===== config.mk =====
export PLATFORM = sky130hd
export DESIGN_NAME = stdp_lif_core_flat
export DESIGN_NICKNAME = d
export VERILOG_FILES = /design/src/rtl/stdp_pkg.sv /design/src/rtl/stdp_lif_core_if.sv /design/src/rtl/stdp_synapse.sv /design/src/rtl/stdp_lif_core.sv /design/src/flat_wrapper.sv
export SDC_FILE = /design/constraint.sdc
export NUM_CORES = 1
export LEC_CHECK = 0
export CORE_UTILIZATION = 46
export CTS_CLUSTER_DIAMETER = 40
export DETAILED_ROUTE_END_ITERATION = 6
export PLACE_DENSITY = 0.67
export SLEW_MARGIN = 20
export SYNTH_ARGS = -nofsm -noshare
export SYNTH_HDL_FRONTEND = slang
export SYNTH_SLANG_ARGS = --single-unit

===== constraint.sdc =====
create_clock -name clk -period 9.7 [get_ports clk]
set_clock_uncertainty 0.05 [all_clocks]
set_input_delay 2.91 -clock clk [delete_from_list [all_inputs] [get_ports clk]]
set_output_delay 2.91 -clock clk [all_outputs]
set_load 0.03 [all_outputs]

===== src/rtl/stdp_pkg.sv =====
// stdp_pkg: default parameters and saturating arithmetic for the STDP LIF core
package stdp_pkg;
   localparam int N_SYN_D = 4;
   localparam int W_WIDTH_D = 8;
   localparam int V_WIDTH_D = 12;
   localparam int THRESH_D = 200;
   localparam int LEAK_SHIFT_D = 3;
   localparam int TR_WIDTH_D = 4;
   localparam int TR_MAX_D = 8;
   localparam int A_PLUS_D = 4;
   localparam int A_MINUS_D = 2;
   localparam int REFRAC_D = 2;
   localparam int W_INIT_D = 32;
   function automatic logic [31:0] sat_add(input logic [31:0] a, input logic [31:0] b, input logic [31:0] max);
      logic [32:0] s;
      s = {1'b0, a} + {1'b0, b};
      return (s > {1'b0, max}) ? max : s[31:0];
   endfunction
   function automatic logic [31:0] sat_sub(input logic [31:0] a, input logic [31:0] b);
      return (a > b) ? a - b : '0;
   endfunction
endpackage


===== src/rtl/stdp_lif_core_if.sv =====
// stdp_lif_core_if: stimulus, learning control and weight access bundle of the neuron core
interface stdp_lif_core_if #(
   parameter int N_SYN = 4,
   parameter int W_WIDTH = 8,
   parameter int V_WIDTH = 12
);
   localparam int AW = N_SYN > 1 ? $clog2(N_SYN) : 1;
   logic               tick;
   logic [N_SYN-1:0]   pre_spike;
   logic               learn_en;
   logic               wr_en;
   logic [AW-1:0]      wr_addr;
   logic [W_WIDTH-1:0] wr_data;
   logic [AW-1:0]      rd_addr;
   logic [W_WIDTH-1:0] rd_data;
   logic               post_spike;
   logic [V_WIDTH-1:0] v_mem;
   logic               refrac;
   modport master (
      output tick, pre_spike, learn_en, wr_en, wr_addr, wr_data, rd_addr,
      input  rd_data, post_spike, v_mem, refrac
   );
   modport slave (
      input  tick, pre_spike, learn_en, wr_en, wr_addr, wr_data, rd_addr,
      output rd_data, post_spike, v_mem, refrac
   );
endinterface


===== src/rtl/stdp_synapse.sv =====
// stdp_synapse: one plastic synapse holding its weight and presynaptic trace
module stdp_synapse
   import stdp_pkg::*;
#(
   parameter int W_WIDTH = W_WIDTH_D,
   parameter int TR_WIDTH = TR_WIDTH_D,
   parameter int TR_MAX = TR_MAX_D,
   parameter int A_PLUS = A_PLUS_D,
   parameter int A_MINUS = A_MINUS_D,
   parameter int W_INIT = W_INIT_D
) (
   input  logic               clk,
   input  logic               rst,
   input  logic               tick_i,
   input  logic               learn_en_i,
   input  logic               pre_i,
   input  logic               fire_i,
   input  logic               post_tr_nz_i,
   input  logic               wr_i,
   input  logic [W_WIDTH-1:0] wr_data_i,
   output logic [W_WIDTH-1:0] w_o
);
   localparam logic [31:0] W_MAX = 32'((64'd1 << W_WIDTH) - 64'd1);
   logic [W_WIDTH-1:0]  w_q, w_d;
   logic [TR_WIDTH-1:0] tr_q, tr_d;
   logic                ltp, ltd;
   always_comb begin
      ltp = tick_i && learn_en_i && fire_i && (tr_q != '0 || pre_i);
      ltd = tick_i && learn_en_i && pre_i && post_tr_nz_i && !fire_i;
      tr_d = !tick_i ? tr_q : pre_i ? TR_WIDTH'(TR_MAX) : (tr_q != '0) ? tr_q - TR_WIDTH'(1) : tr_q;
      // a host write wins over learning in the same cycle
      w_d = wr_i ? wr_data_i
          : ltp ? W_WIDTH'(sat_add(32'(w_q), 32'(A_PLUS), W_MAX))
          : ltd ? W_WIDTH'(sat_sub(32'(w_q), 32'(A_MINUS)))
          : w_q;
   end
   always_ff @(posedge clk) begin
      if (rst) begin
         w_q <= W_WIDTH'(W_INIT);
         tr_q <= '0;
      end else begin
         w_q <= w_d;
         tr_q <= tr_d;
      end
   end
   assign w_o = w_q;
endmodule


===== src/rtl/stdp_lif_core.sv =====
// stdp_lif_core: leaky integrate-and-fire neuron with N_SYN pair-based STDP synapses
module stdp_lif_core
   import stdp_pkg::*;
#(
   parameter int N_SYN = N_SYN_D,
   parameter int W_WIDTH = W_WIDTH_D,
   parameter int V_WIDTH = V_WIDTH_D,
   parameter int THRESH = THRESH_D,
   parameter int LEAK_SHIFT = LEAK_SHIFT_D,
   parameter int TR_WIDTH = TR_WIDTH_D,
   parameter int TR_MAX = TR_MAX_D,
   parameter int A_PLUS = A_PLUS_D,
   parameter int A_MINUS = A_MINUS_D,
   parameter int REFRAC = REFRAC_D,
   parameter int W_INIT = W_INIT_D
) (
   input logic              clk,
   input logic              rst,
   stdp_lif_core_if.slave   bus
);
   localparam int AW = N_SYN > 1 ? $clog2(N_SYN) : 1;
   localparam int IW = W_WIDTH + $clog2(N_SYN);
   localparam int RW = $clog2(REFRAC + 2);
   localparam logic [31:0] V_MAX = 32'((64'd1 << V_WIDTH) - 64'd1);
   logic [W_WIDTH-1:0]  w [N_SYN];
   logic [IW-1:0]       isum;
   logic [V_WIDTH-1:0]  v_q, v_d, leaked;
   logic [31:0]         vn;
   logic                fire;
   logic [RW-1:0]       rf_q, rf_d;
   logic [TR_WIDTH-1:0] pt_q, pt_d;
   logic                post_q;
   logic [W_WIDTH-1:0]  rd_q;
   for (genvar i = 0; i < N_SYN; i++) begin : g_syn
      stdp_synapse #(
         .W_WIDTH(W_WIDTH), .TR_WIDTH(TR_WIDTH), .TR_MAX(TR_MAX),
         .A_PLUS(A_PLUS), .A_MINUS(A_MINUS), .W_INIT(W_INIT)
      ) u_syn (
         .clk(clk), .rst(rst), .tick_i(bus.tick), .learn_en_i(bus.learn_en),
         .pre_i(bus.pre_spike[i]), .fire_i(fire), .post_tr_nz_i(pt_q != '0),
         .wr_i(bus.wr_en && bus.wr_addr == AW'(i)), .wr_data_i(bus.wr_data), .w_o(w[i])
      );
   end
   always_comb begin
      isum = '0;
      for (int k = 0; k < N_SYN; k++) isum = isum + (bus.pre_spike[k] ? IW'(w[k]) : '0);
      leaked = v_q - (v_q >> LEAK_SHIFT);
      vn = sat_add(32'(leaked), 32'(isum), V_MAX);
      fire = bus.tick && rf_q == '0 && vn >= 32'(THRESH);
      // refractory ticks pin the membrane at 0 and ignore input
      v_d = !bus.tick ? v_q : (fire || rf_q != '0) ? '0 : V_WIDTH'(vn);
      rf_d = !bus.tick ? rf_q : fire ? RW'(REFRAC) : (rf_q != '0) ? rf_q - RW'(1) : rf_q;
      pt_d = !bus.tick ? pt_q : fire ? TR_WIDTH'(TR_MAX) : (pt_q != '0) ? pt_q - TR_WIDTH'(1) : pt_q;
   end
   always_ff @(posedge clk) begin
      if (rst) begin
         v_q <= '0;
         rf_q <= '0;
         pt_q <= '0;
         post_q <= 1'b0;
         rd_q <= '0;
      end else begin
         v_q <= v_d;
         rf_q <= rf_d;
         pt_q <= pt_d;
         post_q <= fire;
         rd_q <= w[bus.rd_addr];
      end
   end
   assign bus.v_mem = v_q;
   assign bus.post_spike = post_q;
   assign bus.refrac = rf_q != '0;
   assign bus.rd_data = rd_q;
endmodule

===== src/flat_wrapper.sv =====
// flat-port wrapper written by rule: the top's interface ports become plain ports
module stdp_lif_core_flat import stdp_pkg::*;
#(
   parameter int N_SYN = N_SYN_D,
   parameter int W_WIDTH = W_WIDTH_D,
   parameter int V_WIDTH = V_WIDTH_D,
   parameter int THRESH = THRESH_D,
   parameter int LEAK_SHIFT = LEAK_SHIFT_D,
   parameter int TR_WIDTH = TR_WIDTH_D,
   parameter int TR_MAX = TR_MAX_D,
   parameter int A_PLUS = A_PLUS_D,
   parameter int A_MINUS = A_MINUS_D,
   parameter int REFRAC = REFRAC_D,
   parameter int W_INIT = W_INIT_D
)
  (clk, rst, bus_tick, bus_pre_spike, bus_learn_en, bus_wr_en, bus_wr_addr, bus_wr_data, bus_rd_addr, bus_rd_data, bus_post_spike, bus_v_mem, bus_refrac);
  stdp_lif_core_if #(.N_SYN(N_SYN), .W_WIDTH(W_WIDTH), .V_WIDTH(V_WIDTH)) bus_i ();
  input logic clk;
  input logic rst;
  input wire logic [$bits(bus_i.tick)-1:0] bus_tick;
  input wire logic [$bits(bus_i.pre_spike)-1:0] bus_pre_spike;
  input wire logic [$bits(bus_i.learn_en)-1:0] bus_learn_en;
  input wire logic [$bits(bus_i.wr_en)-1:0] bus_wr_en;
  input wire logic [$bits(bus_i.wr_addr)-1:0] bus_wr_addr;
  input wire logic [$bits(bus_i.wr_data)-1:0] bus_wr_data;
  input wire logic [$bits(bus_i.rd_addr)-1:0] bus_rd_addr;
  output wire logic [$bits(bus_i.rd_data)-1:0] bus_rd_data;
  output wire logic [$bits(bus_i.post_spike)-1:0] bus_post_spike;
  output wire logic [$bits(bus_i.v_mem)-1:0] bus_v_mem;
  output wire logic [$bits(bus_i.refrac)-1:0] bus_refrac;
  assign bus_i.tick = bus_tick;
  assign bus_i.pre_spike = bus_pre_spike;
  assign bus_i.learn_en = bus_learn_en;
  assign bus_i.wr_en = bus_wr_en;
  assign bus_i.wr_addr = bus_wr_addr;
  assign bus_i.wr_data = bus_wr_data;
  assign bus_i.rd_addr = bus_rd_addr;
  assign bus_rd_data = bus_i.rd_data;
  assign bus_post_spike = bus_i.post_spike;
  assign bus_v_mem = bus_i.v_mem;
  assign bus_refrac = bus_i.refrac;
  stdp_lif_core #(.N_SYN(N_SYN), .W_WIDTH(W_WIDTH), .V_WIDTH(V_WIDTH), .THRESH(THRESH), .LEAK_SHIFT(LEAK_SHIFT), .TR_WIDTH(TR_WIDTH), .TR_MAX(TR_MAX), .A_PLUS(A_PLUS), .A_MINUS(A_MINUS), .REFRAC(REFRAC), .W_INIT(W_INIT)) u_core (.clk(clk), .rst(rst), .bus(bus_i));
endmodule

# After elaboration in Yosys (flattened, before gate mapping)
# Index checks and enable logic that the tools add are counted.
[word_totals]
register_bits = 75
out_inout_bits = 22
[classes]
muxes = 41
bitwise = 1
add_sub_neg = 19
eq_ne = 3
order_cmp = 11
n_reduce_logical = 54
[op_table]
columns = ["cell", "n"]
rows = [
  ["$mux 8", 26],
  ["$mux 4", 10],
  ["$add 8x3->9 const B", 4],
  ["$gt 9x8->1 const B", 4],
  ["$gt 33x12->1 const B", 1],
  ["$ge 32x8->1 const B", 1],
  ["$gt 8x2->1 const B", 4],
  ["$mux 32", 1],
  ["$sub 8x2->8 const B", 4],
  ["$add 10x10->10", 3],
  ["$logic_and 1x1->1", 24],
  ["$reduce_bool 4->1", 5],
  ["$sub 4x1->4 const B", 5],
  ["$bmux 8 s2", 1],
  ["$reduce_bool 2->1", 7],
  ["$add 12x10->13", 1],
  ["$mux 12", 1],
  ["$reduce_and 2->1", 6],
  ["$reduce_bool 3->1", 4],
  ["$sub 12x9->12", 1],
  ["$logic_or 1x1->1", 5],
  ["$eq 2x2->1 const B", 2],
  ["$logic_not 2->1", 2],
  ["$mux 2", 2],
  ["other kinds (5)", 5],
]

# Depth between registers and ports, before layout
# Gate-level depths: netlist of run 1.
[logic_depth]
ltp_word = 14
mapped_depth = 26
depth_no_buf = 23

# By module
# A second synthesis of run 1 with hierarchy kept.
[unflattened]
cells_unflattened = 878
area_unflattened_um2 = 7106.8
[by_module_without_submodules]
columns = ["mod", "instances", "cells_each", "area_per_inst_um2"]
rows = [
  ["stdp_synapse", 4, 140, 1057.3],
  ["stdp_lif_core", 1, 318, 2877.8],
]

# Least setup slack after synthesis of run 1
# No wires, ideal clock.
[synth_path]
kind = "input to register"
start = "in bus_pre_spike[3]"
end = "reg u_core.g_syn[2].u_syn.w_q[4]"
path_stages = 22
required_ns = 9.531
n_path_buf = 1
arrival_time_ns = 7.981
slack_ns = 1.551
cell_sequence = "clkbuf_1 -> and2_1 -> fa_1 -> inv_1 -> fa_1 -> inv_1 -> fa_1 -> a21o_1 -> a21oi_1 -> o21bai_1 -> a21oi_1 -> xnor2_1 -> ha_1 -> nor4_1 -> o21ai_1 -> and3_1 -> o211a_1 -> o2bb2ai_2 -> nor3_4 -> or4_1 -> o221a_2 -> o221a_2"
[synth_between]
elab_chain_cells = 11
word_cells_on_any_way = 14
[synth_rtl]
columns = ["item", "line", "text"]
rows = [
  ["start: declaration", "flat_wrapper.sv:21", "input wire logic [$bits(bus_i.pre_spike)-1:0] bus_pre_spike;"],
  ["$mux 8 (*)", "stdp_lif_core.sv:46", "for (int k = 0; k < N_SYN; k++) isum = isum + (bus.pre_spike[k] ? IW'(w[k]) : '0);"],
  ["$add 10x10->10 (*)", "stdp_lif_core.sv:46", ""],
  ["$add 12x10->13 (*)", "stdp_pkg.sv:16", "s = {1'b0, a} + {1'b0, b};"],
  ["$gt 33x12->1", "stdp_pkg.sv:17", "return (s > {1'b0, max}) ? max : s[31:0];"],
  ["$mux 32 (*)", "stdp_pkg.sv:17", ""],
  ["$ge 32x8->1 (*)", "stdp_lif_core.sv:49", "fire = bus.tick && rf_q == '0 && vn >= 32'(THRESH);"],
  ["$logic_and 1x1->1 (*)", "stdp_lif_core.sv:49", ""],
  ["$logic_and 1x1->1 (2 in a row)", "stdp_synapse.sv:28", "ltp = tick_i && learn_en_i && fire_i && (tr_q != '0 || pre_i);"],
  ["$mux 8", "stdp_synapse.sv:33", ": ltp ? W_WIDTH'(sat_add(32'(w_q), 32'(A_PLUS), W_MAX))"],
  ["$mux 8", "stdp_synapse.sv:32", "w_d = wr_i ? wr_data_i"],
  ["end signal: assignment", "stdp_synapse.sv:39", "w_q <= W_WIDTH'(W_INIT);"],
  ["end signal: assignment", "stdp_synapse.sv:42", "w_q <= w_d;"],
  ["end: declaration", "stdp_synapse.sv:24", "logic [W_WIDTH-1:0] w_q, w_d;"],
]
# Every way passes the cells marked *; elsewhere a longest branch is shown, timed or not.
# A chain may end at the register's enable or synchronous reset.

# Worst setup path in the final report of run 1
[layout_path]
start = "in bus_pre_spike[3]"
end = "reg u_core.g_syn[1].u_syn.w_q[0]"
[layout_between]
elab_chain_cells = 11
word_cells_on_any_way = 14
[layout_rtl]
columns = ["item", "line"]
rows = [
  ["$mux 8 (*)", "stdp_lif_core.sv:46"],
  ["$add 10x10->10 (*)", "stdp_lif_core.sv:46"],
  ["$add 12x10->13 (*)", "stdp_pkg.sv:16"],
  ["$gt 33x12->1", "stdp_pkg.sv:17"],
  ["$mux 32 (*)", "stdp_pkg.sv:17"],
  ["$ge 32x8->1 (*)", "stdp_lif_core.sv:49"],
  ["$logic_and 1x1->1 (*)", "stdp_lif_core.sv:49"],
  ["$logic_and 1x1->1 (2 in a row)", "stdp_synapse.sv:28"],
  ["$mux 8", "stdp_synapse.sv:33"],
  ["$mux 8", "stdp_synapse.sv:32"],
  ["end signal: assignment", "stdp_synapse.sv:39"],
  ["end signal: assignment", "stdp_synapse.sv:42"],
  ["end: declaration", "stdp_synapse.sv:24"],
]
# Marked as above.

==> reports/metrics.cfg, run 1 <==
[setup_path]
cp.depth = 25
end_kind = flip-flop
criticalPathCategory = in -> reg
path_common_cell = a21oi_1
cp.arrival_ns = 9.06
worstReg2RegStart = u_core.g_syn[1].u_syn.w_o[1]
path_delay_family = compound AO/OA/AOI/OAI gates
r2r-end = u_core.g_syn[2].u_syn.w_o[4]
crit_required_ns = 9.88
reg2reg_slack_ns = 3.57
rr_worst_depth = 21
crit_end = u_core.g_syn[1].u_syn.w_o[0]
cp-startpoint = bus_pre_spike[3]
cp_slowest_cell = clkdlybuf4s50_1
critPathLaunchType = primary input
crit_buf_inv = 4
cp_max_fo = 22
max_stage_delay_ns = 0.60

[logic_synthesis]
synth_seq_cells = 75
synth-simple-area-share_pct = 26.2
yosys.area_share.adder_pct = 14.9
synth_compound_area_share_pct = 24.7
syn_inst = 966
synth_edf_count = 0
yosysSeqAreaShare_pct = 20.4
synth_async_sr_flop_share_pct = 0
synth_area_um2 = 7360
postSynthAreaPerCell_um2 = 7.62
yosysWarnings = 0
synth_ff_type = dfxtp_1
synth-xor-area-share_pct = 3.92
synthMuxAreaShare_pct = 2.96
synth.distinct_cells = 82
synth_top_family_by_area = simple AND/OR/NAND/NOR gates
synth_nets = 1064

[sta]
hold_slack_ns = 0.415
fin_crit_sh_pct = 91.5
rsz0062_at_grt = false
finalHoldViolations = 0
worst_pin_slew_ns = 0.820
final-setup-viol-count = 0
max_freq_ghz = 0.113
tns_ns = 0
fin_crit_ns = 8.88
relSlewSlack_pct = 45.3
finalMaxSlewViolations = 0

[pwr]
p_leak_nw = 3.20
seq_power_share_pct = 23.2
power_mw = 2.05
internal_power_mw = 1.05
p_comb_share_pct = 60.9
clockPowerShare_pct = 15.9
ir_worst_vdd_mv = 0.129
power_density_nw_per_um2 = 250
power.switching_mw = 1.00
switching_share_pct = 48.9

[placed_design]
place_congestion = 0.972
place_inst = 1172
dp_hpwl_um = 15600
port_buffers = 42

[cells_and_area]
fin_cells = 1187
area_growth_pct = 11.3
drive_gt1_share_pct = 6.76
layout_commonest_cell = nor2_1
n_antenna_cell = 0
final_util_pct = 53.1
mostFrequentLayoutCells = 90 x nor2_1, 76 x nand2_1, 75 x inv_1, 75 x dfxtp_1, 60 x a21oi_1
fin_nets = 1070

[die]
die_area_um2 = 16500
ios = 43
rows = 45
die_h_um = 129
core_um2 = 15400
start_util_pct = 47.7
die_w_um = 129

[clocking]
cts_root_buf = clkbuf_16
cts_hold_buf = 0
path_clk_slew_ns = 0.06
clk_latency_ns = 0.35
cts_setup_buffers = 0
cts_made_buffers = 9
htree_levels = 3
cts_resized = 0
cts_tree = done
clock_path_buffers = 2
cts.sinks = 75

[routing]
num_vias = 7379
drtPass1Iterations = 6
detail-route-antenna-nets = 0
drc = 0
wl_per_cell_um = 18.1
drt_iter0_drc = 814
drt-vias-per-instance = 6.22
wl_um = 21500

[global_route]
grt_start_max_net_pins = 63
grt-ovfl-total = 0
grtUsageTotal_pct = 27.0
grt_pass1_wl_um = 34800
grt_pass1_vias = 6660
antenna_found_initial = 1

[worst_hold_path]
whs_path_depth = 2
hp-class = reg -> reg

[run_status]
status = finished, final reports clean

[flow_run]
drv_cap = 0

## Yosys cell counts (all sizes together) (7+ instances only)
| cell | count | share of area (%) |
|---|---|---|
| nor2 | 90 | 4.6 |
| nand2 | 76 | 3.9 |
| dfxtp | 75 | 20 |
| inv | 75 | 3.8 |
| a21oi | 60 | 4.1 |
| ha | 59 | 10 |
| o21ai | 51 | 3.5 |
| clkbuf | 50 | 2.6 |
| nor3 | 48 | 3.4 |
| and2 | 40 | 3.4 |
| nand3 | 32 | 2.3 |
| xnor2 | 23 | 2.7 |
| fa | 18 | 4.9 |
| o211ai | 18 | 1.8 |
| or3 | 17 | 1.6 |
| a211oi | 15 | 1.6 |
| a31oi | 12 | 1.0 |
| and3 | 12 | 1.0 |
| xor2 | 10 | 1.2 |
| buf | 9 | 0.58 |
| nand4 | 9 | 0.76 |
| nor4 | 9 | 0.76 |
| o22ai | 9 | 0.76 |
| mux4 | 8 | 2.4 |
| a21o | 7 | 0.71 |
| nor2b | 7 | 0.70 |
| o2111ai | 7 | 0.83 |
| o21a | 7 | 0.71 |
| o311ai | 7 | 0.83 |
## power by group through the flow
stage / Sequential (mW) / Clock, mW / Combinational, mW
2_1_floorplan: 0.427 / 0 / 0.949
3_3_place_gp: 0.476 / 0 / 1.21
3_5_place_dp: 0.475 / 0 / 1.23
4_1_cts: 0.469 / 0.332 / 1.23
5_1_grt: 0.481 / 0.344 / 1.38
6_report: 0.476 / 0.327 / 1.25
## worst min path at each step
stage                                        startpoint                            end  slack [ns]
final                     u_core.g_syn[0].u_syn.tr_q[2]  u_core.g_syn[0].u_syn.tr_q[2]        0.42
after global routing      u_core.g_syn[2].u_syn.tr_q[2]  u_core.g_syn[2].u_syn.tr_q[2]        0.44
after CTS                 u_core.g_syn[3].u_syn.tr_q[2]  u_core.g_syn[3].u_syn.tr_q[2]        0.42
after detailed placement  u_core.g_syn[3].u_syn.tr_q[2]  u_core.g_syn[3].u_syn.tr_q[2]        0.41
after global placement    u_core.g_syn[3].u_syn.tr_q[2]  u_core.g_syn[3].u_syn.tr_q[2]        0.40
after floorplan           u_core.g_syn[0].u_syn.tr_q[2]  u_core.g_syn[0].u_syn.tr_q[2]        0.39
## per-layer routing
| metal | vias to the layer above | wire [um] | part of all wire (%) | GRT usage, % |
|---|---|---|---|---|
| li1 | 3521 | - | - | - |
| met1 | 3434 | 9640 | 45 | 37.4 |
| met2 | 369 | 9430 | 44 | 40.8 |
| met3 | 55 | 1850 | 8.6 | 5.32 |
| met4 | 0 | 615 | 2.9 | 11.5 |
| met5 | - | 0 | 0 | 0 |
## state kept, by name, indices dropped and copies added (netlist names)
register and flops:
u_core.rf_q 2, u_core.bus.rd_data 8, u_core.bus.post_spike 1, u_core.g_syn.u_syn.tr_q 16
u_core.g_syn.u_syn.w_o 32, u_core.bus.v_mem 12, u_core.pt_q 4
## cell type report
cell class | count | area [um2]
clock buffers | 11 | 253
clock inverters | 4 | 26.3
fillers | 1529 | 7230
inverters | 75 | 282
multi-input cells | 757 | 5350
flip-flops and latches | 75 | 1500
well taps | 211 | 264
repair buffers | 54 | 518
## cells by family after synthesis
logic type,Yosys count
AND/OR/NAND/NOR,375
AO/OA/AOI/OAI,261
adder cells (fa/ha/maj),77
multiplexers,11
buffers and inverters,134
XOR/XNOR,33
flip-flops,75
## worst min-delay path: stages (launching register included)
cell and delay [ns]:
dfxtp_1 0.31, nand2_1 0.05, a21oi_1 0.05
## stage by stage
step | setup slack (ns) | area [um2]
final | 0.823 | 8200
after global routing | 0.303 | 8200
after CTS | 0.853 | 8190
after detailed placement | 0.495 | 7910
after global placement | 0.602 | 7910
after floorplan | 1.55 | 7360
Note: power is estimated with default switching activity, not from simulation.
==> inputs of run 2 (changes only) <==
--- a/config.mk
+++ b/config.mk
@@ -9,7 +9,7 @@
 export CTS_CLUSTER_DIAMETER = 40
 export DETAILED_ROUTE_END_ITERATION = 6
 export PLACE_DENSITY = 0.67
-export SLEW_MARGIN = 20
 export SYNTH_ARGS = -nofsm -noshare
 export SYNTH_HDL_FRONTEND = slang
+export SYNTH_HIERARCHICAL = 1
 export SYNTH_SLANG_ARGS = --single-unit
==> run 2 against run 1 <==
Compared with the run above: fmax increased by 1.3%; design area decreased by 2.9%; hold slack better by 0.013 ns; via count fell by 11%; total power increased by 35%; core utilization is 0.61 points lower; synthesized cell count decreased by 9.1%; worst setup slack improved by 0.12 ns; routed wire length decreased by 9.3%; final cell count down 7.9%; combinational power is 43% higher; clock power is 15% higher; critical endpoint is now u_core/g_syn[3].u_syn/w_o[0]; largest cell class unchanged.
==> reports/metrics.cfg, run 2 <==
[setup_path]
critPathLaunchType = primary input  ; unchanged
cp.arrival_ns = 8.91  ; was 9.06 ns
reg2reg_slack_ns = 2.51  ; was 3.57 ns
rr_worst_depth = 26  ; was 21
crit_required_ns = 9.85  ; was 9.88 ns
r2r-end = u_core/g_syn[3].u_syn/w_o[0]  ; was u_core.g_syn[2].u_syn.w_o[4]
worstReg2RegStart = u_core/bus.v_mem[3]  ; was u_core.g_syn[1].u_syn.w_o[1]
end_kind = flip-flop  ; unchanged
cp-startpoint = bus_pre_spike[1]  ; was bus_pre_spike[3]
criticalPathCategory = in -> reg  ; unchanged
cp_max_fo = 12  ; was 22

[sta]
finalHoldViolations = 0  ; unchanged
rsz0062_at_grt = false  ; unchanged
fin_crit_sh_pct = 90.3  ; was 91.5%
relSlewSlack_pct = 35.6  ; was 45.3%
worst_pin_slew_ns = 0.962  ; was 0.820 ns
fin_crit_ns = 8.76  ; was 8.88 ns
tns_ns = 0  ; unchanged
final-setup-viol-count = 0  ; unchanged
finalMaxSlewViolations = 0  ; unchanged
max_freq_ghz = 0.114  ; was 0.113 GHz

[logic_synthesis]
yosys-top-cells-count = 81 x inv_1, 75 x dfxtp_1, 75 x nor2_1  ; was 90 x nor2_1, 76 x nand2_1, 75 x dfxtp_1, 75 x inv_1, 60 x a21oi_1
yosysSeqAreaShare_pct = 21.1  ; was 20.4%
yosysWarnings = 6  ; was 0
syn_inst = 878  ; was 966
synth_edf_count = 0  ; unchanged
synth_area_leaders = dfxtp_1 21%, ha_1 9.5%, fa_1 6.8%  ; was dfxtp_1 20%, ha_1 10%, fa_1 4.9%
synth_async_sr_flop_share_pct = 0  ; unchanged
synth.distinct_cells = 67  ; was 82
yosysMostFrequentCell = inv_1  ; was nor2_1
synth_area_um2 = 7110  ; was 7360 um2
synth.top_cell.area_share_pct = 21.1  ; was 20.4%
synth.largest_area_cell = dfxtp_1  ; unchanged
postSynthAreaPerCell_um2 = 8.09  ; was 7.62 um2
synth_seq_cells = 75  ; unchanged
synth_ff_type = dfxtp_1  ; unchanged
synth_nets = 977  ; was 1064

[clocking]
clk_latency_ns = 0.35  ; about the same
htree_levels = 3  ; unchanged
cts_made_buffers = 9  ; unchanged
cts_tree = done  ; unchanged
cts_setup_buffers = 0  ; unchanged
cts_root_buf = clkbuf_16  ; unchanged
clock_path_buffers = 2  ; unchanged
path_clk_slew_ns = 0.06  ; about the same
cts_hold_buf = 0  ; unchanged
cts.sinks = 75  ; unchanged
cts_resized = 0  ; unchanged

[global_route]
grt_start_max_net_pins = 74  ; was 63
grt_pass1_wl_um = 32000  ; was 34800 um
grt_pass1_vias = 6147  ; was 6660
grtUsageTotal_pct = 25.6  ; was 27.0%
grt-ovfl-total = 0  ; unchanged
antenna_found_initial = 0  ; was 1

[die]
start_util_pct = 46.9  ; was 47.7%
rows = 45  ; unchanged
die_area_um2 = 16000  ; was 16500 um2
ios = 43  ; unchanged
die_w_um = 126  ; was 129 um
die_h_um = 126  ; was 129 um
core_um2 = 15100  ; was 15400 um2

[cells_and_area]
final_util_pct = 52.5  ; was 53.1%
multiInputGateArea_um2 = 5120  ; was 5350 um2
register_area_um2 = 1500  ; unchanged
mostFrequentLayoutCells = 81 x inv_1, 75 x nor2_1, 75 x dfxtp_1  ; was 90 x nor2_1, 76 x nand2_1, 75 x inv_1, 75 x dfxtp_1, 60 x a21oi_1
fin_nets = 999  ; was 1070
area_growth_pct = 12.0  ; was 11.3%
layout_commonest_cell = inv_1  ; was nor2_1
drive_gt1_share_pct = 6.52  ; was 6.76%
n_antenna_cell = 0  ; unchanged
largest_reg_flops = 32  ; unchanged
fillers = 1477  ; was 1529

[pwr]
seq_power_share_pct = 22.0  ; was 23.2%
switching_share_pct = 49.3  ; was 48.9%
power_mw = 2.77  ; was 2.05 mW
p_comb_share_pct = 64.4  ; was 60.9%
power_density_nw_per_um2 = 349  ; was 250 nW/um2
ir_worst_vdd_mv = 0.167  ; was 0.129 mV
power.switching_mw = 1.37  ; was 1.00 mW
p_leak_nw = 3.14  ; was 3.20 nW
clockPowerShare_pct = 13.6  ; was 15.9%
internal_power_mw = 1.41  ; was 1.05 mW

[routing]
num_vias = 6585  ; was 7379
drc = 0  ; unchanged
drt-vias-per-instance = 6.02  ; was 6.22
detail-route-antenna-nets = 0  ; unchanged
drt_iter0_drc = 543  ; was 814
drtPass1Iterations = 5  ; was 6
wl_um = 19500  ; was 21500 um
wl_per_cell_um = 17.9  ; was 18.1 um

[placed_design]
dp_hpwl_um = 14300  ; was 15600 um
place_congestion = 0.898  ; was 0.972
port_buffers = 42  ; unchanged

[worst_hold_path]
min_to = u_core/g_syn[0].u_syn/tr_q[2]  ; was u_core.g_syn[0].u_syn.tr_q[2]
hp-class = reg -> reg  ; unchanged
whs_path_depth = 2  ; unchanged
hp-start = u_core/g_syn[0].u_syn/tr_q[2]  ; was u_core.g_syn[0].u_syn.tr_q[2]

[run_status]
status = finished, final reports clean  ; unchanged

[flow_run]
drv_cap = 0  ; unchanged

## run 2: changes by cell type after synthesis, sizes merged, moves of 8 or more
| cell | previous run | this run |
|---|---|---|
| clkbuf | 50 | 22 |
| a311oi | 3 | 21 |
| nand3 | 32 | 15 |
| nor2 | 90 | 75 |
| o211ai | 18 | 3 |
| mux2i | 0 | 14 |
| o21ai | 51 | 37 |
| nor3 | 48 | 38 |
| o22ai | 9 | 0 |
| a221o | 1 | 9 |
| a31oi | 12 | 4 |
| nor4 | 9 | 1 |
| or3 | 17 | 9 |
## run 2: layout make-up
class	instances	share of cell area, %
sequential	75	18.9
clock buffer	12	3.22
clock inverter	4	0.912
timing repair buffer	49	5.88
tap	188	2.96
multi-input combinational	684	64.3
inverter	81	3.82
## run 2: how the worst max path moves through the flow
stage,endpoint,cells past startpoint,slack [ns]
after floorplan,u_core/g_syn[0].u_syn/w_o[5],22,1.81
final,u_core/g_syn[3].u_syn/w_o[0],22,0.94
after CTS,u_core/g_syn[3].u_syn/w_o[0],23,0.98
after detailed placement,u_core/g_syn[3].u_syn/w_o[0],23,0.63
after global placement,u_core/g_syn[0].u_syn/w_o[0],23,0.80
after global routing,u_core/g_syn[3].u_syn/w_o[0],23,0.54
## run 2: logic make-up (layout without fill, tap and decap cells)
logic type,after synthesis,count (layout),synth area share [%]
buffers and inverters,119,146,6.92
AOI/OAI and AO/OA,217,217,21.5
adders and majority gates,78,78,16.3
muxes,27,27,5.30
DFF,75,75,21.1
and+or+nand+nor,328,328,24.7
xor gates and xnor gates,34,34,4.19
## run 2: routing by layer
| layer | GRT usage, % | share of wire [%] | up-vias |
|---|---|---|---|
| met1 | 34.1 | 44 | 3116 |
| met3 | 5.53 | 7.4 | 40 |
| met2 | 40.4 | 46 | 235 |
| li1 | - | - | 3194 |
| met4 | 10.1 | 2.8 | 0 |
| met5 | 0 | 0 | - |
## run 2: worst max-delay path: stages
cell             delay, ns
clkdlybuf4s50_1       0.63
nand2_1               0.12
fa_1                  0.49
inv_1                 0.05
fa_1                  0.53
inv_1                 0.05
fa_1                  0.52
inv_1                 0.04
ha_1                  0.23
fa_1                  0.42
a211oi_2              0.30
o21ai_0               0.20
a21boi_0              0.19
and4b_1               0.22
and4_4                0.20
a21oi_4               0.39
and3_1                0.29
and2_4                0.22
or3_1                 0.35
o21ai_0               0.16
a221oi_1              0.31
nor3_1                0.08
## run 2: through the flow
step	instance area, um2	instances	hold WS, ns	setup WS [ns]
after floorplan	7110	878	0.398	1.81
after global placement	7630	1077	0.417	0.803
after detailed placement	7630	1077	0.415	0.625
after CTS	7960	1093	0.424	0.983
after global routing	7960	1093	0.456	0.538
final	7960	1093	0.428	0.940
## run 2: power by group through the flow
| stage | Clock [mW] | Sequential [mW] | Combinational (mW) |
|---|---|---|---|
| 2_1_floorplan | 0 | 0.513 | 1.42 |
| 3_3_place_gp | 0 | 0.607 | 1.75 |
| 3_5_place_dp | 0 | 0.607 | 1.76 |
| 4_1_cts | 0.385 | 0.600 | 1.78 |
| 5_1_grt | 0.397 | 0.622 | 2.00 |
| 6_report | 0.376 | 0.611 | 1.79 |
==> inputs of run 3 (changes only) <==
--- a/config.mk
+++ b/config.mk
@@ -9,6 +9,7 @@
 export CTS_CLUSTER_DIAMETER = 40
 export DETAILED_ROUTE_END_ITERATION = 6
 export PLACE_DENSITY = 0.67
+export RECOVER_POWER = 25
 export SYNTH_ARGS = -nofsm -noshare
 export SYNTH_HDL_FRONTEND = slang
 export SYNTH_HIERARCHICAL = 1
==> run 3 against run 2 <==
Compared with the run above: the run now ends with design-rule violations, max-capacitance violations, max-slew violations left; clock power about the same; worst setup slack worse by 0.00051 ns; non-clock buffer count is the same; sequential share of layout area hardly changed; global-route usage did not move; total power barely moved; combinational power is essentially flat; clock-buffer cell count is the same; routed wire length is 0.12% higher; register-to-register slack hardly changed; critical path type unchanged; largest power group unchanged; highest routed layer unchanged.
==> reports/metrics.cfg, run 3 (synthesized netlist as in run 2, its figures left out) <==
[sta]
final-setup-viol-count = 0  ; unchanged
finalMaxSlewViolations = 37  ; was 0
worst_pin_slew_ns = 1.74  ; was 0.962 ns
relSlewSlack_pct = -16.1  ; was 35.6%
rsz0062_at_grt = false  ; unchanged
tns_ns = 0  ; unchanged
max_freq_ghz = 0.114  ; about the same
fin_crit_sh_pct = 90.3  ; about the same
finalHoldViolations = 0  ; unchanged
fin_crit_ns = 8.76  ; about the same

[routing]
drtPass1Iterations = 7  ; was 5
detail-route-antenna-nets = 0  ; unchanged
drc = 1  ; was 0
wl_um = 19600  ; was 19500 um
drt-vias-per-instance = 6.04  ; was 6.02
drt_iter0_drc = 542  ; was 543
num_vias = 6605  ; was 6585
wl_per_cell_um = 17.9  ; about the same

[global_route]
grt_pass1_vias = 6147  ; unchanged
grtUsageTotal_pct = 25.6  ; unchanged
grt_pass1_wl_um = 32000  ; unchanged
grt_start_max_net_pins = 74  ; unchanged
antenna_found_initial = 0  ; unchanged
grt-ovfl-total = 0  ; unchanged

[run_status]
violations = design-rule violations, max-capacitance violations, max-slew violations
status = finished, violations left  ; was finished, final reports clean

[die]
die_w_um = 126  ; unchanged
rows = 45  ; unchanged
start_util_pct = 46.9  ; unchanged
core_um2 = 15100  ; unchanged
die_area_um2 = 16000  ; unchanged
ios = 43  ; unchanged
die_h_um = 126  ; unchanged

[pwr]
switching_share_pct = 49.4  ; was 49.3%
seq_power_share_pct = 22.1  ; was 22.0%
power_density_nw_per_um2 = 348  ; was 349 nW/um2
internal_power_mw = 1.40  ; was 1.41 mW
p_leak_nw = 3.19  ; was 3.14 nW
power.switching_mw = 1.37  ; about the same
clockPowerShare_pct = 13.6  ; about the same
ir_worst_vdd_mv = 0.167  ; about the same
p_comb_share_pct = 64.4  ; about the same
power_mw = 2.77  ; about the same

[placed_design]
place_congestion = 0.898  ; unchanged
place_inst = 1077  ; unchanged
post_dp_cell_area_um2 = 7630  ; unchanged
port_buffers = 42  ; unchanged
dp_hpwl_um = 14300  ; unchanged

[setup_path]
critPathLaunchType = primary input  ; unchanged
cp.arrival_ns = 8.91  ; about the same
crit_end = u_core/g_syn[3].u_syn/w_o[0]  ; unchanged
r2r-end = u_core/g_syn[3].u_syn/w_o[0]  ; unchanged
end_kind = flip-flop  ; unchanged
rr_worst_depth = 26  ; unchanged
criticalPathCategory = in -> reg  ; unchanged
cp-startpoint = bus_pre_spike[1]  ; unchanged
reg2reg_slack_ns = 2.51  ; about the same
cp_max_fo = 12  ; unchanged
worstReg2RegStart = u_core/bus.v_mem[3]  ; unchanged
crit_required_ns = 9.85  ; about the same

[cells_and_area]
drive_gt1_share_pct = 6.41  ; was 6.52%
fillers = 1479  ; was 1477
fin_cells = 1093  ; unchanged
fin_area_um2 = 7950  ; was 7960 um2
fin_nets = 999  ; unchanged
mostFrequentLayoutCells = 81 x inv_1, 75 x nor2_1, 75 x dfxtp_1  ; unchanged
multiInputGateArea_um2 = 5120  ; unchanged
final_util_pct = 52.5  ; about the same
register_area_um2 = 1500  ; unchanged
n_antenna_cell = 0  ; unchanged
layout_commonest_cell = inv_1  ; unchanged
area_growth_pct = 11.9  ; was 12.0%
largest_reg_flops = 32  ; unchanged

[clocking]
cts_root_buf = clkbuf_16  ; unchanged
cts.sinks = 75  ; unchanged
cts_hold_buf = 0  ; unchanged
clk_latency_ns = 0.35  ; about the same
cts_setup_buffers = 0  ; unchanged
htree_levels = 3  ; unchanged
cts_resized = 0  ; unchanged
clock_path_buffers = 2  ; unchanged
cts_made_buffers = 9  ; unchanged
path_clk_slew_ns = 0.06  ; about the same
cts_tree = done  ; unchanged

[flow_run]
drv_cap = 1  ; was 0

[worst_hold_path]
hp-class = reg -> reg  ; unchanged

[run 3: how the worst min path moves through the flow]
| stage | start | end | slack (ns) | cells after the start |
|---|---|---|---|---|
| after floorplan | u_core/g_syn[0].u_syn/tr_q[2] | u_core/g_syn[0].u_syn/tr_q[2] | 0.40 | 2 |
| after global placement | u_core/g_syn[3].u_syn/tr_q[2] | u_core/g_syn[3].u_syn/tr_q[2] | 0.42 | 2 |
| after detailed placement | u_core/g_syn[0].u_syn/tr_q[2] | u_core/g_syn[0].u_syn/tr_q[2] | 0.42 | 2 |
| after CTS | u_core/g_syn[0].u_syn/tr_q[2] | u_core/g_syn[0].u_syn/tr_q[2] | 0.42 | 2 |
| after global routing | u_core/g_syn[0].u_syn/tr_q[2] | u_core/g_syn[0].u_syn/tr_q[2] | 0.46 | 2 |
| final | u_core/g_syn[0].u_syn/tr_q[2] | u_core/g_syn[0].u_syn/tr_q[2] | 0.43 | 2 |
[run 3: through the flow]
stage               hold WS, ns  setup WS (ns)
floorplan                 0.398           1.81
global placement          0.417          0.803
detailed placement        0.415          0.625
CTS                       0.424          0.983
global route              0.456          0.534
finish                    0.428          0.940
[run 3: area by class of cell]
cell class              instances  area share, %
well taps                     188           2.96
repair buffers                 49           5.84
clock inverters                 4          0.913
flip-flops and latches         75           18.9
inverters                      81           3.82
multi-input cells             684           64.4
clock buffers                  12           3.23
[run 3: power by group through the flow]
stage / sequential [mW] / combinational (mW) / clock [mW]
detailed placement: 0.607 / 1.76 / 0
floorplan: 0.513 / 1.42 / 0
CTS: 0.600 / 1.78 / 0.385
global placement: 0.607 / 1.75 / 0
finish: 0.611 / 1.78 / 0.376
global route: 0.622 / 2.00 / 0.397
[run 3: worst max-delay path, stage by stage]
cell	delay, ns
clkdlybuf4s50_1	0.63
nand2_1	0.12
fa_1	0.49
inv_1	0.05
fa_1	0.53
inv_1	0.05
fa_1	0.52
inv_1	0.04
ha_1	0.23
fa_1	0.42
a211oi_2	0.30
o21ai_0	0.20
a21boi_0	0.19
and4b_1	0.22
and4_4	0.20
a21oi_4	0.38
and3_1	0.29
and2_4	0.22
or3_1	0.35
o21ai_0	0.16
a221oi_1	0.31
nor3_1	0.08
[run 3: routing by layer]
metal | track usage [%] | up-vias | share of wire (%) | wire (um)
met2 | 40.4 | 239 | 46 | 9030
met4 | 10.1 | 0 | 2.8 | 539
li1 | - | 3193 | - | -
met5 | 0 | - | 0 | 0
met1 | 34.1 | 3135 | 44 | 8530
met3 | 5.53 | 38 | 7.5 | 1470
